### config.mk
export PLATFORM = sky130hd
export DESIGN_NAME = vector_uop_splitter
export DESIGN_NICKNAME = d
export VERILOG_FILES = /design/src/rtl/vector_uop_splitter.sv
export SDC_FILE = /design/constraint.sdc
export NUM_CORES = 1
export LEC_CHECK = 0
export BUFFER_PORTS_ARGS = -buffer_cell sky130_fd_sc_hd__clkbuf_2
export CORE_UTILIZATION = 40
export CTS_CLUSTER_SIZE = 8
export DETAILED_ROUTE_END_ITERATION = 10
export PLACE_DENSITY = 0.75
export SYNTH_ARGS = -nofsm -noshare
export SYNTH_HDL_FRONTEND = slang
export SYNTH_SLANG_ARGS = --single-unit
export TNS_END_PERCENT = 100
### constraint.sdc
create_clock -name clk -period 1.7 [get_ports clk]
set_input_delay 0.085 -clock clk [delete_from_list [all_inputs] [get_ports clk]]
set_output_delay 0.085 -clock clk [all_outputs]
set_load 0.005 [all_outputs]
### src/rtl/vector_uop_splitter.sv
// vector_uop_splitter
//   Decodes each queued vector instruction into register-group micro-ops,
//   one per LMUL register. Consumes the instruction queue's valid/pop
//   channel and feeds the issue stage through a registered valid/ready
//   channel. LMUL=1 instructions pass through at one per cycle; larger
//   groups emit one uop per cycle with vd/vs2 (and non-scalar vs1)
//   offset by the uop's position in the group, wrapping modulo 2^RW.
//
// Optional feature macro: UOP_ALIGN_CHECK_EN
//   When defined, a group whose offset operands are not aligned to the
//   group size collapses to a single uop flagged with uop_illegal.
//   When undefined, uop_illegal is tied to 0 and misaligned groups split
//   normally with modulo wrap.
//
// Ports:
//   clk, rst            clock, synchronous active-high reset
//   in_valid            queue holds an instruction
//   in_pop              consume the queue head this cycle (combinational)
//   in_payload[PW]      opaque opcode/funct bits, copied onto every uop
//   in_vd/vs1/vs2[RW]   base register indices
//   in_vs1_scalar       vs1 is scalar/immediate and never offset
//   in_lmul[2]          group size encoding 0..3 -> 1,2,4,8 registers
//   uop_valid           uop present
//   uop_ready           issue stage accepts the uop
//   uop_payload[PW]     copy of the instruction payload
//   uop_vd/vs1/vs2[RW]  offset register indices
//   uop_idx[3]          position of the uop within the group
//   uop_last            final uop of the instruction
//   uop_illegal         misaligned group (alignment check build only)

module vector_uop_splitter #(
  parameter int unsigned PW = 32,
  parameter int unsigned RW = 5
) (
  input  logic          clk,
  input  logic          rst,
  input  logic          in_valid,
  output logic          in_pop,
  input  logic [PW-1:0] in_payload,
  input  logic [RW-1:0] in_vd,
  input  logic [RW-1:0] in_vs1,
  input  logic [RW-1:0] in_vs2,
  input  logic          in_vs1_scalar,
  input  logic [1:0]    in_lmul,
  output logic          uop_valid,
  input  logic          uop_ready,
  output logic [PW-1:0] uop_payload,
  output logic [RW-1:0] uop_vd,
  output logic [RW-1:0] uop_vs1,
  output logic [RW-1:0] uop_vs2,
  output logic [2:0]    uop_idx,
  output logic          uop_last,
  output logic          uop_illegal
);

  localparam int unsigned IW = 3;

  typedef enum logic {
    S_EMPTY = 1'b0,
    S_BUSY  = 1'b1
  } state_t;

  state_t state_q, state_d;

  logic          accept;
  logic          advance;

  logic [PW-1:0] payload_q;
  logic [RW-1:0] vd_q;
  logic [RW-1:0] vs1_q;
  logic [RW-1:0] vs2_q;
  logic          vs1_scalar_q;
  logic [IW-1:0] idx_q;
  logic [IW-1:0] last_idx_q;
  logic          last_q;

  logic [IW-1:0] grp_last_idx;
  logic [IW-1:0] load_last_idx;
  logic          load_illegal;
  logic [IW-1:0] idx_inc;

  // Group size minus one, straight from the LMUL encoding.
  assign grp_last_idx = IW'((4'd1 << in_lmul) - 4'd1);
  assign idx_inc      = idx_q + IW'(1);

`ifdef UOP_ALIGN_CHECK_EN
  logic [RW-1:0] align_mask;
  logic          misaligned;
  logic          illegal_q;

  // Any set bit below the group size in an offset operand is misaligned.
  assign align_mask   = RW'(grp_last_idx);
  assign misaligned   = (|(in_vd & align_mask)) | (|(in_vs2 & align_mask)) |
                        (~in_vs1_scalar & (|(in_vs1 & align_mask)));
  assign load_last_idx = misaligned ? '0 : grp_last_idx;
  assign load_illegal  = misaligned;
  assign uop_illegal   = illegal_q;
`else
  assign load_last_idx = grp_last_idx;
  assign load_illegal  = 1'b0;
  assign uop_illegal   = 1'b0;
`endif

  assign uop_valid   = (state_q == S_BUSY);
  assign accept      = uop_valid & uop_ready;

  assign uop_payload = payload_q;
  assign uop_vd      = vd_q;
  assign uop_vs1     = vs1_q;
  assign uop_vs2     = vs2_q;
  assign uop_idx     = idx_q;
  assign uop_last    = last_q;

  // State register.
  always_ff @(posedge clk) begin
    if (rst) begin
      state_q <= S_EMPTY;
    end else begin
      state_q <= state_d;
    end
  end

  // Next state, queue pop and in-group advance; pop only depends on
  // in_valid, uop_ready, rst and state so there is no data-input path.
  always_comb begin
    state_d = state_q;
    in_pop  = 1'b0;
    advance = 1'b0;
    unique case (state_q)
      S_EMPTY: begin
        if (in_valid && !rst) begin
          in_pop  = 1'b1;
          state_d = S_BUSY;
        end
      end
      S_BUSY: begin
        if (accept) begin
          if (last_q) begin
            if (in_valid && !rst) begin
              in_pop = 1'b1;
            end else begin
              state_d = S_EMPTY;
            end
          end else begin
            advance = 1'b1;
          end
        end
      end
      default: state_d = S_EMPTY;
    endcase
  end

  // Output stage: load a fresh instruction on pop, otherwise step the
  // offset indices incrementally so every output comes straight from a flop.
  always_ff @(posedge clk) begin
    if (rst) begin
      payload_q    <= '0;
      vd_q         <= '0;
      vs1_q        <= '0;
      vs2_q        <= '0;
      vs1_scalar_q <= 1'b0;
      idx_q        <= '0;
      last_idx_q   <= '0;
      last_q       <= 1'b0;
    end else if (in_pop) begin
      payload_q    <= in_payload;
      vd_q         <= in_vd;
      vs1_q        <= in_vs1;
      vs2_q        <= in_vs2;
      vs1_scalar_q <= in_vs1_scalar;
      idx_q        <= '0;
      last_idx_q   <= load_last_idx;
      last_q       <= (load_last_idx == '0);
    end else if (advance) begin
      vd_q         <= vd_q + RW'(1);
      vs2_q        <= vs2_q + RW'(1);
      vs1_q        <= vs1_scalar_q ? vs1_q : vs1_q + RW'(1);
      idx_q        <= idx_inc;
      last_q       <= (idx_inc == last_idx_q);
    end
  end

`ifdef UOP_ALIGN_CHECK_EN
  // Illegal flag travels with the loaded instruction.
  always_ff @(posedge clk) begin
    if (rst) begin
      illegal_q <= 1'b0;
    end else if (in_pop) begin
      illegal_q <= load_illegal;
    end
  end
`else
  // Keep the load-side signal referenced in the unchecked build.
  logic unused_ok;
  assign unused_ok = load_illegal;
`endif

endmodule

# [Word level (Yosys, flattened, before mapping)]
# Cells that the tools add are included.
[classes] shifts=1 n_reduce_logical=6 n_addsub=5 n_eq_ne=2 bitwise=2 n_mux=19
[ops] cell="5-bit 2-to-1 mux" n=7
[ops] cell="5-bit by 1-bit adder with 5-bit output (second input constant)" n=3
[ops] cell="1-bit 2-to-1 mux" n=10
[ops] cell="1-bit case mux with 2 select lines" n=2
[ops] cell="3-bit by 1-bit adder with 3-bit output (second input constant)" n=1
[ops] cell="3-bit == test" n=1
[ops] cell="3-bit zero test" n=1
[ops] cell="1-bit by 2-bit << shifter with 3-bit output (first input constant)" n=1
[ops] cell="3-bit by 1-bit subtractor with 3-bit output (second input constant)" n=1
[ops] cell="2-bit != test (second input constant)" n=1
[ops] cell="2-bit AND reduction" n=1
[ops] cell="2-bit nonzero test" n=1
[ops] cell="2-bit OR reduction" n=1
[ops] cell="1-bit bitwise AND" n=1
[ops] cell="1-bit logical AND" n=1
[ops] cell="1-bit zero test" n=1
[ops] cell="1-bit inverter" n=1
[totals] register_bits=56 word_cells=44 output_inout_bits=54

# [Longest topological paths before layout]
[logic_depth] depth_word=8 depth_mapped=6

# [Worst setup path before layout]
# Ideal clock, no wire load.
[synth_path] path_type="register -> register" startpoint="register state_q (netlist: uop_valid)" endpoint="register vs1_q[4] (netlist: uop_vs1[4])" path_stages_with_launch=5 arrival_time_ns=1.319 setup_slack_ns=0.293 path_cell_list="dfxtp_1 buf_2 nand3b_4 or4_1 a311oi_2"
[synth_between] elab_chain_len=5
[synth_lines] element="start, declared" line="63" text="state_t state_q, state_d;"
[synth_lines] element="start signal, assigned" line="119" text="state_q <= state_d;"
[synth_lines] element="1-bit bitwise AND" line="105" text="assign accept = uop_valid & uop_ready;"
[synth_lines] element="1-bit 2-to-1 mux" line="137" text="if (accept) begin"
[synth_lines] element="1-bit case mux with 2 select lines / 1-bit 2-to-1 mux (equally long branches)" line="129" text="unique case (state_q)"
[synth_lines] element="2-bit != test (no line) / 2-bit nonzero test (equally long branches)"
[synth_lines] element="2-bit AND reduction (no line)"
[synth_lines] element="end signal, assigned" line="168" text="vs1_q <= in_vs1;"
[synth_lines] element="end signal, assigned" line="177" text="vs1_q <= vs1_scalar_q ? vs1_q : vs1_q + RW'(1);"
[synth_lines] element="end, declared" line="70" text="logic [RW-1:0] vs1_q;"
# Several ways; a longest one is shown, not always the timed one.
# A chain may end at the register's enable or synchronous reset.

# [Final worst setup path]
[layout_path] startpoint="register last_q (netlist: uop_last)" endpoint="register vs1_q[3] (netlist: uop_vs1[3])"
[layout_between] elab_chain_len=5
[layout_lines] element="start, declared" line="75" text="logic last_q;"
[layout_lines] element="start signal, assigned" line="173" text="last_q <= (load_last_idx == '0);"
[layout_lines] element="start signal, assigned" line="179" text="last_q <= (idx_inc == last_idx_q);"
[layout_lines] element="1-bit 2-to-1 mux" line="138" text="if (last_q) begin"
[layout_lines] element="1-bit 2-to-1 mux" line="137"
[layout_lines] element="1-bit case mux with 2 select lines / 1-bit 2-to-1 mux (equally long branches)" line="129"
[layout_lines] element="2-bit != test (no line) / 2-bit nonzero test (equally long branches)"
[layout_lines] element="2-bit AND reduction (no line)"
# Several ways; a longest one is shown, not always the timed one.

==> results.yml <==
critical_path:
  critPathCapture: "uop_vs1[3]$_SDFFE_PP0P_"
  endpoint_kind: "flip-flop"
  crit_path_start: "uop_last$_SDFFE_PP0P_"
  critical_path_buf_inv_count: 0
  rr_endpoint: "uop_vs1[3]$_SDFFE_PP0P_"
  crit_type: "reg -> reg"
  rr_startpoint: "uop_last$_SDFFE_PP0P_"
  crit_slowest_cell: "or4_1"
  crit_cells: 3
  crit_family: "simple AND/OR/NAND/NOR gates"
  cp_max_fo: 19
  r2r_slack_ns: 0.16
  path_cells: "nand3b_4 -> or4_1 -> a311oi_2"
  startpoint_type: "flip-flop"
  slowest_delay_ns: 0.54
  cp.arrival_ns: 1.76
  reg2reg_depth: 3
  worstPathRequired_ns: 1.92
floorplanning:
  die_h_um: 81.06
  placeableCoreArea_sq_um: 5991
  io_pins: 108
  die_area_sq_um: 6570
  die_w_um: 81.06
  initial_utilization: 0.4173
  num_rows: 28
global_route:
  grt_max_degree: 35
  gr-total-overflow: 0
  grt_pass1_vias: 2362
  antenna_found_initial: 0
  met1_usage: 0.2553
  use_met3: 0.05843
  globalRouteTotalUtil: 0.2127
  grt_pass1_wl_um: 10770
  grtUsageMet2: 0.3630
  grt_busiest_layer: "met2"
cts:
  post-cts-setup-buffers: 0
  cts_made_buffers: 5
  clk_path_buf_depth: 2
  cts_num_sinks: 56
  cts_tree: "built"
  h-tree-depth: 2
  clkTransAtPathRegs_ns: 0.10
  clk_latency_ns: 0.31
  cts-root-buf: "clkbuf_8"
yosys:
  syn_area_per_cell_sq_um: 8.591
  syn_nets: 349
  synth-async-reset-ratio: 0
  post_synth_instance_area_sq_um: 2500
  synth_area_leader_cell: "dfxtp_1"
  synthCells: 291
  yosys.area.top_type_share: 0.4484
  ys.flop_type: "dfxtp_1"
  ys_types: 41
  yosysSeqAreaShare: 0.4484
  synth_area_leaders: "dfxtp_1 (45%), a21oi_1 (8.8%), nand3_1 (8.2%)"
  synth_edf_count: 0
  yosysWarnings: 0
  ys_ff_latch: 56
detailed_routing:
  dr.pass1.iters: 4
  wl_um: 7071
  routed_via_density: 5.441
  ant_nets: 0
  route.detailed.drc: 0
  wl_per_cell_um: 14.58
  drt-initial-drc-count: 105
  vias: 2639
layout:
  utilization: 0.5735
  syn_to_final_growth_pct: 37.44
  nNetsFinal: 467
  diodes: 0
  finalInstanceArea_sq_um: 3436
  final_layout_size_suffix_gt1_frac: 0.3293
sta:
  maxSlewViolCount: 0
  finalSetupTns_ns: 0
  period_minus_slack_ns: 1.535
  tightest_slew_ns: 0.6066
  slew_headroom: 0.5956
  rsz0062_at_grt: "false"
  timing.final.ws_setup_ns: 0.1649
  fin_skew_ns: 0.003040
  final_hold_viol_count: 0
  fmax_ghz: 0.6514
  setup_viol: 0
  fin_crit_sh: 0.9030
placement:
  placement.io_buffers: 106
  dp_slack_ns: 0.1171
  postPlaceCellArea_sq_um: 3084
  gp_congestion: 0.7740
  dpl.hpwl_um: 4657
power_and_ir_drop:
  power_leakage_nw: 1.481
  power_density_nw_per_um2: 830.2
  power.total_mw: 2.852
  ir_drop_mv: 0.4486
run:
  maxCapViolations: 0
hold_path:
  hp-class: "in -> reg"
outcome:
  status: "finished clean"
-- cell usage in the layout (no fill, tap or decap), types with 2 or more instances in the layout --
cell type	instances
a21oi_1	44
a311oi_1	5
a311oi_2	2
and3b_1	2
buf_4	13
clkbuf_2	106
clkbuf_8	5
dfxtp_1	55
dlygate4sd3_1	24
ha_1	4
inv_1	3
nand2_1	5
nand3_1	41
nand4_1	2
nand4b_1	3
nor2_1	2
nor3_1	10
o211ai_1	3
o21ai_0	41
o22a_1	2
o31ai_1	5
or3_1	5
or4_1	2
xnor2_1	3
xor2_1	4
-- synthesized netlist by cell type, types with 2 or more instances --
library cell / instances
dfxtp_1: 56
a21oi_1: 44
nand3_1: 41
o21ai_0: 41
clkbuf_1: 18
nor3_1: 10
buf_2: 7
nand2_1: 6
a311oi_1: 5
o31ai_1: 5
or3_1: 5
ha_1: 4
xor2_1: 4
buf_1: 3
inv_1: 3
nand4b_1: 3
o211ai_1: 3
xnor2_1: 3
a311oi_2: 2
and3b_1: 2
buf_4: 2
nand4_1: 2
nor2_1: 2
o22a_1: 2
or4_1: 2
-- layer usage --
metal | wire (um) | up-vias
met1 | 3056 | 1225
met4 | 163 | 0
met5 | 0 | -
li1 | - | 1305
met3 | 476 | 15
met2 | 3376 | 94
-- worst min-delay path by stage --
stage | from | endpoint | slack, ns | cells after the start
2_1_floorplan | in_lmul[1] | last_idx_q[1]$_SDFFE_PP0P_ | 0.23 | 2
3_3_place_gp | in_payload[5] | uop_payload[5]$_SDFFE_PP0P_ | 0.32 | 3
3_5_place_dp | in_payload[8] | uop_payload[8]$_SDFFE_PP0P_ | 0.33 | 3
4_1_cts | in_payload[22] | uop_payload[22]$_SDFFE_PP0P_ | 0.0006 | 3
5_1_grt | in_payload[13] | uop_payload[13]$_SDFFE_PP0P_ | 0.004 | 3
6_report | in_payload[14] | uop_payload[14]$_SDFFE_PP0P_ | 0.003 | 3
-- cell families after synthesis --
| logic type | share of synthesized area |
|---|---|
| AOI/OAI and AO/OA | 0.2593 |
| DFF | 0.4485 |
| muxes | 0.004004 |
| and+or+nand+nor | 0.1707 |
| xor gates and xnor gates | 0.03353 |
| adders and majority gates | 0.02002 |
| buffers and inverters | 0.06255 |
| other | 0.001500 |
-- flip-flops by register name, summed over array words and instances (netlist names) --
name	flops
uop_payload	32
uop_vd	5
uop_vs1	5
uop_vs2	5
last_idx_q	3
uop_idx	3
uop_last	1
uop_valid	1
vs1_scalar_q	1
-- stage by stage --
stage	hold slack (ns)	cells
3_5_place_dp	0.3280	453
4_1_cts	0.0005734	483
5_1_grt	0.004218	485
6_report	0.003488	485
2_1_floorplan	0.2327	291
3_3_place_gp	0.3205	453
-- power by group --
group	total [mW]	switching, mW	internal [mW]
Sequential	1.47	0.0682	1.40
Clock	0.858	0.420	0.438
Combinational	0.527	0.268	0.258
Total	2.85	0.757	2.10
-- final cells by class --
| cell class | instances | area (sq um) |
|---|---|---|
| fillers | 560 | 2555 |
| multi-input cells | 200 | 1232 |
| flip-flops and latches | 56 | 1122 |
| repair buffers | 143 | 868.3 |
| well taps | 75 | 93.84 |
| clock buffers | 6 | 72.57 |
| clock inverters | 2 | 35.03 |
| inverters | 3 | 11.26 |
-- worst reg2reg max path, stage by stage, from the launching register on --
cell and delay (ns):
dfxtp_2 0.39, nand3b_4 0.28, or4_1 0.54, a311oi_2 0.24
-- timing repair --
action,in CTS,in global routing
gates resized for setup,1,1
hold endpoints to repair,22,2
hold buffers,22,2
setup endpoints to repair,1,1
gates cloned,0,0
Note: power is estimated with default switching activity, not from simulation.
